[config.mk]
export PLATFORM = sky130hd
export DESIGN_NAME = booth_mul_seq
export DESIGN_NICKNAME = d
export VERILOG_FILES = /design/src/rtl/booth_mul_seq.sv
export SDC_FILE = /design/constraint.sdc
export NUM_CORES = 1
export LEC_CHECK = 0
export BUFFER_PORTS_ARGS = -buffer_cell sky130_fd_sc_hd__buf_4
export CORE_ASPECT_RATIO = 0.7
export CORE_UTILIZATION = 62
export DETAILED_ROUTE_END_ITERATION = 12
export GPL_ROUTABILITY_DRIVEN = 0
export PLACE_DENSITY = 0.95
export SLEW_MARGIN = 20
export SYNTH_ARGS = -nofsm -noshare
export SYNTH_HDL_FRONTEND = slang
export SYNTH_SLANG_ARGS = --single-unit
[constraint.sdc]
create_clock -name clk -period 3.46 [get_ports clk]
set_clock_uncertainty 0.1 [all_clocks]
set_input_delay 0.173 -clock clk [delete_from_list [all_inputs] [get_ports clk]]
set_output_delay 0.173 -clock clk [all_outputs]
set_load 0.01 [all_outputs]
[src/rtl/booth_mul_seq.sv]
// rtl/booth_mul_seq.sv - sequential radix-2 Booth signed multiplier
module booth_mul_seq #(
    parameter  int N  = 8,
    localparam int CW = $clog2(N+1)
) (
    input  logic           clk,
    input  logic           rst_n,
    input  logic           start,
    input  logic [N-1:0]   multiplicand,
    input  logic [N-1:0]   multiplier,
    output logic           busy,
    output logic           done,
    output logic [2*N-1:0] product
);

    typedef enum logic [1:0] {
        ST_IDLE = 2'd0,
        ST_CALC = 2'd1,
        ST_DONE = 2'd2
    } state_t;

    localparam logic [N:0]    ONE_W   = (N+1)'(1);
    localparam logic [CW-1:0] CNT_ONE = CW'(1);
    localparam logic [CW-1:0] CNT_LST = CW'(N-1);

    state_t           state_q, state_d;
    logic [N:0]       ac_q, ac_d;
    logic [N:0]       mreg_q, mreg_d;
    logic [N-1:0]     q_q, q_d;
    logic             qm1_q, qm1_d;
    logic [CW-1:0]    cnt_q, cnt_d;
    logic [2*N-1:0]   product_q, product_d;
    logic             done_q, done_d;
    logic             busy_q, busy_d;
    logic [N:0]       sum;

    // Booth recoding of {Q[0], q_m1}: add M, subtract M, or pass AC through
    always_comb begin
        sum = ac_q;
        case ({q_q[0], qm1_q})
            2'b01:   sum = ac_q + mreg_q;
            2'b10:   sum = ac_q + ~mreg_q + ONE_W;
            default: sum = ac_q;
        endcase
    end

    // Next-state, datapath update and registered-output preparation
    always_comb begin
        state_d   = state_q;
        ac_d      = ac_q;
        mreg_d    = mreg_q;
        q_d       = q_q;
        qm1_d     = qm1_q;
        cnt_d     = cnt_q;
        product_d = product_q;
        done_d    = 1'b0;
        case (state_q)
            ST_IDLE: begin
                if (start) begin
                    ac_d    = '0;
                    mreg_d  = {multiplicand[N-1], multiplicand};
                    q_d     = multiplier;
                    qm1_d   = 1'b0;
                    cnt_d   = '0;
                    state_d = ST_CALC;
                end
            end
            ST_CALC: begin
                // arithmetic shift right of {sum, Q, q_m1}
                ac_d  = {sum[N], sum[N:1]};
                q_d   = {sum[0], q_q[N-1:1]};
                qm1_d = q_q[0];
                cnt_d = cnt_q + CNT_ONE;
                if (cnt_q == CNT_LST) begin
                    product_d = {ac_d[N-1:0], q_d};
                    done_d    = 1'b1;
                    state_d   = ST_DONE;
                end
            end
            ST_DONE: begin
                state_d = ST_IDLE;
            end
            default: begin
                state_d = ST_IDLE;
            end
        endcase
        busy_d = (state_d != ST_IDLE);
    end

    // State and datapath registers; reset discards any run in progress
    always_ff @(posedge clk or negedge rst_n) begin
        if (!rst_n) begin
            state_q   <= ST_IDLE;
            ac_q      <= '0;
            mreg_q    <= '0;
            q_q       <= '0;
            qm1_q     <= 1'b0;
            cnt_q     <= '0;
            product_q <= '0;
            done_q    <= 1'b0;
            busy_q    <= 1'b0;
        end else begin
            state_q   <= state_d;
            ac_q      <= ac_d;
            mreg_q    <= mreg_d;
            q_q       <= q_d;
            qm1_q     <= qm1_d;
            cnt_q     <= cnt_d;
            product_q <= product_d;
            done_q    <= done_d;
            busy_q    <= busy_d;
        end
    end

    assign busy    = busy_q;
    assign done    = done_q;
    assign product = product_q;

endmodule

Word level (Yosys, flattened, before mapping)
Index checks and enable logic that the tools add are counted. W data, S select, Z words.

Reduce and logical (&&, ||, !) cells: 6. Mux-type cells: 14. Bitwise gates (word level): 1. $add $sub $neg: 4. Equal/unequal tests: 5.

Operators by type and width (count): $pmux W9 S2 (2); $add A9 B9 Y9 (2); $pmux W8 S2 (1); $add A9 B1 Y9 const B (1); $mux W9 (1); $not A9 Y9 (1); $mux W8 (1); $pmux W4 S2 (1); $reduce_and A2 Y1 (3); $add A4 B1 Y4 const B (1); $eq A2 B1 Y1 const B (2); $eq A4 B3 Y1 const B (1); $mux W2 (2); $mux W4 (1); $pmux W2 S2 (1); $reduce_bool A2 Y1 (2); $mux W1 (3); $eq A2 B2 Y1 const B (1); $logic_not A2 Y1 (1); $ne A2 B2 Y1 const B (1); $pmux W1 S2 (1).

Output and inout bits: 18. Register bits after elaboration: 50.

Longest topological paths before layout
Word-level depth: 5. Mapped depth: 9. Mapped depth without buffers: 9.

Worst setup path after synthesis
Ideal clock, no wire load.

Kind: register to register. Start point: reg mreg_q[1]. End point: reg product_q[14] (netlist: product[14]). Setup slack: 1.335 ns. Data required time: 3.239 ns. Cell stages (with the launch flop): 9. Library setup time: 0.121 ns. Arrival time: 1.904 ns. Clock period less this slack: 2.125 ns. Cell sequence: dfrtp_1 > inv_1 > ha_1 > nor2b_1 > o31a_4 > a41oi_2 > xnor2_1 > a221o_1 > a22o_1.

Cells in the longest elaborated chain, start to end: 4.

RTL lines: start: declaration (RTL line 28) `logic [N:0] mreg_q, mreg_d;`; start signal: assignment (RTL line 105) `mreg_q <= mreg_d;`; $not A9 Y9 (RTL line 42) `2'b10: sum = ac_q + ~mreg_q + ONE_W;`; $add A9 B9 Y9 (RTL line 42); $add A9 B1 Y9 (RTL line 42); $pmux W9 S2 (*) (RTL line 40) `case ({q_q[0], qm1_q})`; end signal: assignment (RTL line 109) `product_q <= product_d;`; end: declaration (RTL line 32) `logic [2*N-1:0] product_q, product_d;`.

Every way passes the cells marked *; elsewhere a longest branch is shown, timed or not. A chain may end at the register's enable or synchronous reset.

Final worst setup path
Start point: reg ac_q[0]. End point: reg ac_q[7].

Cells in the longest elaborated chain, start to end: 4.

RTL lines: start: declaration (RTL line 27) `logic [N:0] ac_q, ac_d;`; start signal: assignment (RTL line 94) `ac_q <= '0;`; start signal: assignment (RTL line 104) `ac_q <= ac_d;`; $add A9 B9 Y9 (RTL line 42); $add A9 B1 Y9 (RTL line 42); $pmux W9 S2 (*) (RTL line 40); $pmux W9 S2 (*) (RTL line 57) `case (state_q)`.

Marks and branches as above.

==> summary.md <==
| Metric | Value |
|---|---|
| Reg2reg end | ac_q[7] |
| Starting Density | 66.0% |
| Detailed Place HPWL | approximately 5.0 mm |
| Die Span X | 84.3 microns |
| Largest vdd supply drop | approximately 0.00056 V |
| Crit path max fanout | 3 |
| Fillers | ~310 |
| Final max-slew violation count | 0 |
| Gr ovfl total | 0 |
| Synthesized instance count | 331 |
| Synth-to-layout area growth | 16.3% |
| Share of layout cells above drive strength 1 | between 10% and 20% |
| Worst hold path type | input port to flip-flop |
| Yosys cell types | 48 |
| Async S/R FF share, synth | 100% |
| Ys flop type | dfrtp_1 |
| CTS tree | built |
| Post-CTS sizing | 0 |
| Net Count, Synth | around 370 |
| Cell Pwr Density | around 930 mW/mm^2 |
| Post-CTS Setup Repair Bufs | 0 |
| Lkg Pwr | 1.61 nW |
| WL final | slightly above 7 mm |
| Setup TNS | 0 ns |
| EDFF count, synth | 0 |
| WL per Instance | about 17 microns |
| First-pass GRT wire length | ~11 mm |
| FF-to-FF Start | ac_q[0] |
| Die Y | 59.6 microns |
| Antenna Violating Nets Remaining | 0 |
| Core Footprint | approximately 0.0045 sq mm |
| Max-cap violations | 0 |
| Max-slew headroom | just under 60% |
| Hold Path End | q_q[1] |
| Largest net degree at the start of global routing | 50 |
| Synth Register Bits | between 40 and 50 |
| Clk_lat worst skew | 0.32 ns |
| Slew @ Worst Pin | around 0.6 ns |
| Synthesized cell area | 0.00294 sq mm |
| Clock buffer depth | 2 |
| Total CTS buffers | 5 |
| Cts hold-fix bufs | 8 |
| Crit. End Element | flip-flop |
| Hold path cells | 3 |
| Layout Nets | a little over 400 |
| Register area share after synthesis | 41.7% |
| Worst EP arrival | about 2.6 ns |
| Final setup viols | 0 |
| H-tree depth | 2 |
| Vias | around 2600 |
| Tmin final | around 2.5 ns |
| N_diodes | 0 |
| RSZ-0062 raised after global routing | no |
| # DRC | 8 |
| Crit path launch type | flip-flop |
| Max Freq | around 410 MHz |
| Core Rows | 20 |
| Worst hold slack | 0.0352 ns |
| Num ports | 37 |
| Synth Area per Inst | between 8 and 9 sq um |
| YS warnings | 0 |
| R2r setup slk | between 1 and 1.5 ns |
| 1st-iter DRT viols | approximately 180 |
| Num Clock Sinks | 49 |
| Vias in the first global route | around 2500 |
| CTS clk-pin slew, worst paths | 0.11 ns |
| Status | finished with violations |
| I/O Buffers | 36 |
| 1st-pass router iterations | 9 |
| Launch point of the worst hold path | multiplier[1] |
| Die area | roughly 0.0050 sq mm |
| Via density | a little over 6 |
| Fin crit share | a little under three quarters |
| Failing checks | DRC |
| Initial antenna violation count | 0 |
| CP Data Required Time | 3.56 ns |
| Worst R2R Path Depth | 9 |
| Global Route Usage Sum | between 30% and 40% |
| Root buf cell | clkbuf_8 |
| Fin. Hold Viols | 0 |
| CP Class | flip-flop to flip-flop |
-- routing by layer --
layer | global-route usage (%) | up-vias | share of wire (%)
met4 | 11.6 | 0 | 1.5
met3 | 7.52 | 15 | 7.2
li1 | - | 1238 | -
met2 | 49.6 | 120 | 47
met1 | 39.5 | 1236 | 44
met5 | 0 | - | 0
-- cell type report --
| cell class | count | area [sq um] | share of cell area, % |
|---|---|---|---|
| clock inverters | 3 | 21.3 | 0.622 |
| multi-input cells | 243 | 1550 | 45.3 |
| well taps | 55 | 68.8 | 2.01 |
| inverters | 23 | 86.3 | 2.53 |
| flip-flops and latches | 49 | 1230 | 35.9 |
| clock buffers | 5 | 68.8 | 2.01 |
| repair buffers | 50 | 398 | 11.6 |
-- stage by stage --
step | power [mW] | std cells | util (%) | instance area, sq um | setup slack (ns)
after floorplan | 2.30 | 331 | - | 2940 | 1.33
after global placement | 2.66 | 411 | 72.7 | 3240 | 1.19
after detailed placement | 2.77 | 411 | 72.7 | 3240 | 1.07
after CTS | 3.15 | 427 | 76.5 | 3410 | 1.04
after global routing | 3.43 | 428 | 76.7 | 3420 | 0.888
final | 3.19 | 428 | 76.7 | 3420 | 1.00
-- cells in the final DEF (no fill, tap or decap), types with 2 or more instances in the layout --
| cell | count |
|---|---|
| a21oi_1 | 29 |
| buf_4 | 41 |
| nor2b_1 | 12 |
| nand2_1 | 52 |
| xnor2_1 | 2 |
| a22oi_1 | 6 |
| nor2_1 | 19 |
| o211ai_1 | 2 |
| fa_1 | 2 |
| o22ai_1 | 7 |
| and3_1 | 2 |
| o21bai_1 | 3 |
| nand2b_1 | 12 |
| a32oi_1 | 2 |
| nor3_1 | 2 |
| o21a_1 | 2 |
| a22o_1 | 3 |
| clkbuf_8 | 5 |
| ha_1 | 19 |
| mux2i_1 | 6 |
| mux2_2 | 2 |
| o221ai_1 | 2 |
| or4_1 | 2 |
| o21ai_0 | 31 |
| inv_1 | 23 |
| o21ai_1 | 2 |
| dfrtp_1 | 49 |
| dlygate4sd3_1 | 9 |
| xor2_1 | 2 |
| a211oi_1 | 4 |
-- cell families (layout without fill, tap and decap cells) --
group | count (synthesis) | in the layout | synth area share, %
compound gates | 101 | 101 | 21.8
xor+xnor | 4 | 4 | 1.19
fa+ha+maj | 21 | 21 | 9.45
buf+inv | 39 | 81 | 5.58
flops | 49 | 49 | 41.7
mux | 8 | 8 | 2.81
simple gates | 109 | 109 | 17.5
-- worst max path at each step --
stage	start	endpoint	slack, ns	cells past startpoint
after floorplan	mreg_q[1]	product[14]	1.33	8
after global placement	ac_q[4]	product[14]	1.19	7
after detailed placement	ac_q[0]	ac_q[5]	1.07	8
after CTS	ac_q[0]	ac_q[7]	1.04	9
after global routing	ac_q[0]	ac_q[7]	0.89	9
final	ac_q[0]	ac_q[7]	1.00	9
-- power breakdown --
part / switching, mW / internal [mW] / total, mW
sequential: 0.196 / 0.801 / 0.996
clock: 0.214 / 0.144 / 0.358
combinational: 1.06 / 0.780 / 1.84
-- critical path: stages (launching register included) --
cell and delay, ns:
dfrtp_1 0.41, inv_1 0.08, ha_1 0.23, fa_1 0.39, nand2b_1 0.19, a21oi_1 0.32, o21a_1 0.16, o211ai_1 0.08
a31oi_1 0.25, o22ai_1 0.11
-- cell usage after synthesis (all sizes together) (3+ instances only) --
cell     n  area [sq um]
mux2i    6          60.1
inv     23          86.3
a21oi   29           145
a22o     3          26.3
a22oi    6          45.0
o22ai    7          43.8
clkbuf   8          30.0
nand2   52           195
nor2    19          71.3
nand2b  12          75.1
nor2b   12          75.1
ha      19           238
o21bai   3          22.5
dfrtp   49          1230
o21ai   33           165
a211oi   4          30.0
buf      8          47.5
-- sequential cells by signal, indices dropped and copies added, names as in the netlist --
signal and cells:
ac_q 8, state_q 2, cnt_q 4, done 1
product 16, q_q 8, qm1_q 1, busy 1
mreg_q 8
(Power assumes the default switching activity.)
